### config.mk
export PLATFORM = sky130hd
export DESIGN_NAME = iiitb_pwm_meas
export DESIGN_NICKNAME = d
export VERILOG_FILES = /design/src/rtl/iiitb_pwm_meas.sv
export SDC_FILE = /design/constraint.sdc
export NUM_CORES = 1
export LEC_CHECK = 0
export ABC_AREA = 0
export CORE_ASPECT_RATIO = 1.75
export CORE_UTILIZATION = 30
export DETAILED_ROUTE_END_ITERATION = 12
export SYNTH_ARGS = -nofsm -noshare
export SYNTH_HDL_FRONTEND = slang
export SYNTH_SLANG_ARGS = --single-unit
### constraint.sdc
create_clock -name clk -period 4.9 [get_ports clk]
set_input_delay 0.735 -clock clk [delete_from_list [all_inputs] [get_ports clk]]
set_output_delay 0.735 -clock clk [all_outputs]
set_load 0.02 [all_outputs]
### src/rtl/iiitb_pwm_meas.sv
`default_nettype none
// ============================================================================
//  Module   : iiitb_pwm_meas
//  Brief    : PWM receiver; measures period/high time and reports duty in tenths
//  Revision : 1.0 - initial release
// ============================================================================
module iiitb_pwm_meas #(
    parameter int CNT_W   = 16,
    parameter int TIMEOUT = 1000
) (
    input  logic             clk,
    input  logic             reset_n,
    input  logic             pwm_in,
    output logic [CNT_W-1:0] period_o,
    output logic [CNT_W-1:0] high_o,
    output logic [3:0]       duty_o,
    output logic             valid_o,
    output logic             stuck_o,
    output logic             overrun_o
);
    localparam int               DIV_W     = CNT_W + 4;
    localparam logic [1:0]       ST_IDLE    = 2'd0;
    localparam logic [1:0]       ST_MEASURE = 2'd1;
    localparam logic [1:0]       ST_DIVIDE  = 2'd2;
    localparam logic [CNT_W-1:0] C_CNT_MAX = {CNT_W{1'b1}};
    localparam logic [CNT_W-1:0] C_CNT_ONE = {{(CNT_W-1){1'b0}}, 1'b1};
    localparam logic [CNT_W-1:0] C_TIMEOUT = CNT_W'(TIMEOUT);

    logic             r_s1, r_s2, r_s3;
    logic [1:0]       r_state;
    logic [CNT_W-1:0] r_period_cnt, r_high_cnt;
    logic [CNT_W-1:0] r_period_cap, r_high_cap;
    logic [DIV_W-1:0] r_rem;
    logic [2:0]       r_quot;
    logic [1:0]       r_step;
    logic             r_timed_out;

    logic             w_rise;
    logic             w_timeout;
    logic             w_fits;
    logic [3:0]       w_duty;
    logic [DIV_W-1:0] w_trial;
    logic [DIV_W-1:0] w_dividend;

    assign w_rise     = r_s2 & ~r_s3;
    assign w_timeout  = (r_state != ST_DIVIDE) && !w_rise && !r_timed_out
                        && (r_period_cnt == C_TIMEOUT);
    // Restoring divide: try subtracting period << bit, MSB first.
    assign w_trial    = {4'b0000, r_period_cap} << r_step;
    assign w_fits     = (r_rem >= w_trial);
    assign w_duty     = {r_quot, w_fits};
    assign w_dividend = ({4'b0000, r_high_cnt} << 3) + ({4'b0000, r_high_cnt} << 1);

    always_ff @(posedge clk or negedge reset_n) begin
        if (!reset_n) begin
            r_s1         <= 1'b0;
            r_s2         <= 1'b0;
            r_s3         <= 1'b0;
            r_period_cnt <= '0;
            r_high_cnt   <= '0;
        end else begin
            r_s1 <= pwm_in;
            r_s2 <= r_s1;
            r_s3 <= r_s2;
            if (w_rise) begin
                r_period_cnt <= C_CNT_ONE;
                r_high_cnt   <= C_CNT_ONE;
            end else begin
                if (r_period_cnt != C_CNT_MAX)
                    r_period_cnt <= r_period_cnt + C_CNT_ONE;
                if (r_s2 && (r_high_cnt != C_CNT_MAX))
                    r_high_cnt <= r_high_cnt + C_CNT_ONE;
            end
        end
    end

    always_ff @(posedge clk or negedge reset_n) begin
        if (!reset_n) begin
            r_state      <= ST_IDLE;
            r_period_cap <= '0;
            r_high_cap   <= '0;
            r_rem        <= '0;
            r_quot       <= '0;
            r_step       <= '0;
            r_timed_out  <= 1'b0;
            period_o     <= '0;
            high_o       <= '0;
            duty_o       <= '0;
            valid_o      <= 1'b0;
            stuck_o      <= 1'b0;
            overrun_o    <= 1'b0;
        end else begin
            valid_o <= 1'b0;
            if (w_rise)
                r_timed_out <= 1'b0;
            else if (w_timeout)
                r_timed_out <= 1'b1;

            if (w_timeout) begin
                period_o <= '0;
                high_o   <= '0;
                duty_o   <= r_s2 ? 4'd10 : 4'd0;
                stuck_o  <= 1'b1;
                valid_o  <= 1'b1;
                r_state  <= ST_IDLE;
            end else begin
                case (r_state)
                    ST_IDLE: begin
                        if (w_rise)
                            r_state <= ST_MEASURE;
                    end
                    ST_MEASURE: begin
                        if (w_rise) begin
                            r_period_cap <= r_period_cnt;
                            r_high_cap   <= r_high_cnt;
                            r_rem        <= w_dividend;
                            r_quot       <= '0;
                            r_step       <= 2'd3;
                            r_state      <= ST_DIVIDE;
                        end
                    end
                    ST_DIVIDE: begin
                        // A rise here restarts the counters but its capture is lost.
                        if (w_rise)
                            overrun_o <= 1'b1;
                        if (w_fits)
                            r_rem <= r_rem - w_trial;
                        r_quot <= w_duty[2:0];
                        r_step <= r_step - 2'd1;
                        if (r_step == 2'd0) begin
                            period_o <= r_period_cap;
                            high_o   <= r_high_cap;
                            duty_o   <= w_duty;
                            valid_o  <= 1'b1;
                            stuck_o  <= 1'b0;
                            r_state  <= ST_MEASURE;
                        end
                    end
                    default: r_state <= ST_IDLE;
                endcase
            end
        end
    end
endmodule
`default_nettype wire

-- After elaboration in Yosys (flattened, before gate mapping)
Index checks and enable logic that the tools add are counted.
- add/sub/neg operators: 5
- multipliers: 0
- divide/modulo/power cells: 0
- $lt $le $gt $ge: 1
- eq/ne operators: 11
- shift operators: 1
- muxes and demuxes: 34
- bitwise operators: 3
- reduce and logical (&&, ||, !) cells: 20
- operators with widths (cell ; number):
    two-way mux 16 bit ; 10
    two-way mux 20 bit ; 2
    one-hot mux 20 bit (2 select lines) ; 1
    adder 16 x 1 -> 16 bit (second input constant) ; 2
    inequality test 16 bit (second input constant) ; 2
    adder 19 x 17 -> 20 bit ; 1
    >= comparator 20 bit ; 1
    << shifter 16 x 2 -> 20 bit ; 1
    subtractor 20 bit ; 1
    equality test 16 x 10 -> 1 bit (second input constant) ; 1
    two-way mux 4 bit ; 4
    AND reduction 3 bit ; 4
    nonzero test 2 bit ; 6
    two-way mux 2 bit ; 5
    inequality test 3 bit (second input constant) ; 3
    two-way mux 1 bit ; 8
    inequality test 2 bit (second input constant) ; 3
    one-hot mux 2 bit (3 select lines) ; 1
    one-hot mux 3 bit (2 select lines) ; 1
    logical AND 1 bit ; 4
    logical NOT 2 bit ; 2
    one-hot mux 2 bit (2 select lines) ; 1
    AND reduction 4 bit ; 1
    two-way mux 3 bit ; 1
    7 further kinds ; 9
- bits in registers: 134
- latch bits: 0
- memory bits (writable): 0
- bits in read-only memories: 0
- input port bits: 3
- output and inout port bits: 39
- logic and storage cells: 93
- memories kept: 0

-- Depth between registers and ports, before layout
- depth after elaboration: 8
- depth in mapped cells: 17
- depth with buffers taken out: 13

-- Worst setup path after synthesis
No wires, ideal clock.
- path type: flip-flop to flip-flop
- start point: register r_step[0]
- end point: register r_rem[19]
- library setup time: 0.137 ns
- data arrival time: 3.466 ns
- required time: 4.763 ns
- setup slack: 1.297 ns
- cell stages (with the launch flop): 17
- cell sequence: dfrtp_1 -> clkbuf_1 -> clkbuf_1 -> clkbuf_1 -> nor2_1 -> a31oi_1 -> ha_1 -> nor2b_4 -> o31a_1 -> o211a_4 -> o31ai_4 -> a211oi_2 -> or2_1 -> buf_6 -> buf_6 -> o21ai_1 -> a21oi_1
- longest elaborated chain between the ends: 4
- RTL lines (what ; line ; RTL):
    start, declared ; 35 ; logic [1:0] r_step;
    start signal, assigned ; 129 ; r_step <= r_step - 2'd1;
    << shifter 16 x 2 -> 20 bit * ; 49 ; assign w_trial = {4'b0000, r_period_cap} << r_step;
    subtractor 20 bit / >= comparator 20 bit (equally long branches) ; 127, 50 ;
    two-way mux 20 bit / inequality test 2 bit (equally long branches) ; -- ;
    one-hot mux 20 bit (2 select lines) / AND reduction 4 bit (equally long branches) ; -- ;
    end signal, assigned ; 116 ; r_rem <= w_dividend;
    end signal, assigned ; 127 ; r_rem <= r_rem - w_trial;
    end, declared ; 33 ; logic [DIV_W-1:0] r_rem;
Every way passes the cells marked *; elsewhere a longest branch is shown, timed or not. The select of a mux whose other input is x is not followed.
A chain may end at the register's enable or synchronous reset.

-- Worst setup path after layout
- start point: register r_step[0]
- end point: register r_rem[12]
The elaborated chain is that of the path after synthesis.

==> results.md <==
- Status: completed
- R2R depth: 12
- Final Util: 36.5%
- Pint: 3.28 mW
- Post-layout minimum cycle time: 3.89 ns
- Area grow syn2layout: 18.8%
- Psw: 1.94 mW
- Net Sw Frac: 37.2%
- Ant. Diodes: 0
- Power per cell area: 579 nW/um^2
- Maximum vdd drop: 0.353 mV
- Post-synthesis sequential area ratio: 44.1%
- Num CTS Buffers: 17
- Max FO, Critical Path: 13
- Routed wire length: 18.9 mm
- Area leader, netlist: dfrtp_1
- RSZ-0062 raised after global routing: no
- Worst clock skew: 0.00899 ns
- Top Layer Used: met4
- Critical path arrival: 4.21 ns
- Synthesized area per cell: 9.69 sq um
- Ys async rst share: 100%
- I/O pin cnt: 42
- Met3 WL: 576 um
- Post-synth net total: 826
- Post-DP HPWL: 13.6 mm
- Initial antenna violation count: 0
- Skew-Pair Late Insertion Delay: 0.44 ns
- Combinational Power Share: 43.1%
- Clock Power Share: 27.8%
- Type of origin of the critical path: flip-flop
- Cts repair resizes: 0
- Synth warn: 0
- Max Clk Rate: 0.257 GHz
- Final Cycle Share: 79.3%
- CP endpoint kind: flip-flop
- List of most frequent post-synthesis cells: dfrtp_1 (134), nand2_1 (117), o21ai_0 (64)
- Design Area, Final: 9020 sq um
- Most numerous cell in the Yosys netlist: dfrtp_1
- Top FF cell, synth: dfrtp_1
- Pin count of the biggest net entering global routing: 53
- Final Setup Violations: 0
- CORE AREA: 24700 sq um
- Bufs and invs on worst path: 2
- GP Congestion: 0.876
- Final hold violations: 0
- Post-CTS Hold Buffers: 0
- Postcts setup bufs: 0
- Hold Path Class: primary input to async pin
- Die W: 122 um
- Fin cells: 1146
- Flop pwr share: 29.1%
- Number of I/O port buffers: 41
- Post-placement setup slack: 1.03 ns
- DRT iter0 DRCs: 350
- Met2 wire len: 10.2 mm
- Nets: 864
- CP max-delay cell: dfrtp_1
- Synth Register Bits: 134
- Post-synth EDFFs: 0
- Router iterations before antenna repair: 4
- Clock tree sinks: 134
- Max_cap viols: 0
- WL met1: 7.62 mm
- ANT nets after route: 0
- Vias in the first global route: 6012
- Share of cells above drive strength 1: 12.9%
- Dpl cell area: 8360 sq um
- Num rows: 76
- Post-route setup TNS: 0 ns
- Area share of the largest cell type after synthesis: 44.1%
- Area contributors post-synth: dfrtp_1 (44%), ha_1 (6.1%), nand2_1 (5.8%)
- DR vias/cell: 5.08
- Max clock buf depth: 2
- Worst setup path class: flip-flop to flip-flop
- Clock slew at reported path FFs: 0.06 ns
- Slew @ Worst Pin: 0.761 ns
- Die ar.: 26000 sq um
- Setup ws final: 1.01 ns
- Via count: 5816
- Leakage power: 4.04 nW
- Critical path's top delay family: simple AND/OR/NAND/NOR gates
- GR Overflow Total: 0
- Cell chosen for the clock root: clkbuf_16
- Slew HR: 49.2%
- Post-Syn Area: 7600 sq um
- Drt wl/cell: 16.5 um
- # placed instances: 1115
- Syn Inst Count: 784
- DRC viols: 0
- Instance count on the critical path: 12
- Initial Utilization: 30.7%
- Synth cell types: 60
- Slowest cell delay on critical path: 0.72 ns
- Die height: 213 um
- H-tree Lvls: 4
- Total Routing Usage GR: 15.8%
- Critical-path cell list: inv_1 > and3_1 > ha_1 > fa_1 > nor2b_4 > o31a_1 > o211a_4 > o31ai_4 > a211oi_2 > or2_1 > buf_4 > mux2_4
- CTS tree: built
- First-pass GRT wire length: 31.3 mm
- Max Slew Vio Count: 0
- Critical Path RT: 5.22 ns
[placed cells by master (no fill, tap or decap), types with 4 or more instances in the layout]
cell type        netlist  routed
a21oi_1               38      38
nor2_1                54      54
a211oi_1               5       5
bufinv_16              0       6
mux2_4                 5       5
nor3_1                14      14
dfrtp_1              134     134
xor2_1                27      27
nand2b_1               8       8
clkbuf_16              0      17
ha_1                  37      37
o21ai_0               64      64
mux4_2                 8       8
mux2_2                35      35
clkdlybuf4s50_1        0      40
nand2_1              117     117
or2_2                  6       6
nand4_1               13      13
mux2i_1                6       6
and3_1                12      12
buf_4                  0      12
xnor2_1               18      18
and4_1                 4       4
or3_1                  7       7
a21o_1                13      13
a31oi_1               11      11
nor2b_1               13      11
inv_1                 27      27
o21a_1                13      13
nand3_1               15      15
[power groups by stage]
stage	clock network [mW]	registers [mW]	logic, mW
after global placement	0	1.53	2.22
after detailed placement	0	1.53	2.24
after CTS	1.49	1.52	2.25
final	1.45	1.52	2.25
after global routing	1.53	1.55	2.47
after floorplan	0	1.47	1.72
[cells by family after synthesis]
group	share of synthesized area, %
AOI/OAI and AO/OA	14.6
xor gates and xnor gates	5.19
adders and majority gates	6.62
buffers and inverters	3.23
DFF	44.1
muxes	9.34
and+or+nand+nor	16.8
[worst paths after layout]
check,start,to,slack [ns]
setup / recovery,r_step[0],r_rem[12],1.01
hold / removal,reset_n,high_o[8],0.20
setup reg to reg,r_step[0],r_rem[12],1.01
hold reg to reg,r_s1,r_s2,0.38
max in group asynchronous,reset_n,period_o[12],3.69
min in group clk,r_s1,r_s2,0.38
[cell type report]
cell class,count,area (sq um)
multi-input cells,589,4010
clock buffers,19,443
clock inverters,12,226
flip-flops and latches,134,3350
inverters,27,101
well taps,312,390
repair buffers,53,502
fillers,2531,15700
[state kept, by name (all words and copies together) (netlist names)]
signal and cells:
r_s3 1, valid_o 1, stuck_o 1, r_s2 1
period_o 16, r_rem 20, r_step 2, r_period_cap 16
r_timed_out 1, r_high_cap 16, duty_o 4, overrun_o 1
r_high_cnt 16, r_s1 1, r_period_cnt 16, r_quot 3
r_state 2, high_o 16
[metal layers]
metal	vias to the layer above	global-route usage, %
met5	-	0
li1	2842	-
met1	2846	17.9
met4	0	7.99
met2	98	28.0
met3	30	2.68
[stage by stage]
step / hold slack (ns) / power, mW
floorplan: 0.331 / 3.20
global placement: 0.334 / 3.75
detailed placement: 0.343 / 3.77
CTS: 0.201 / 5.26
global route: 0.225 / 5.55
finish: 0.204 / 5.22
(Power assumes the default switching activity.)
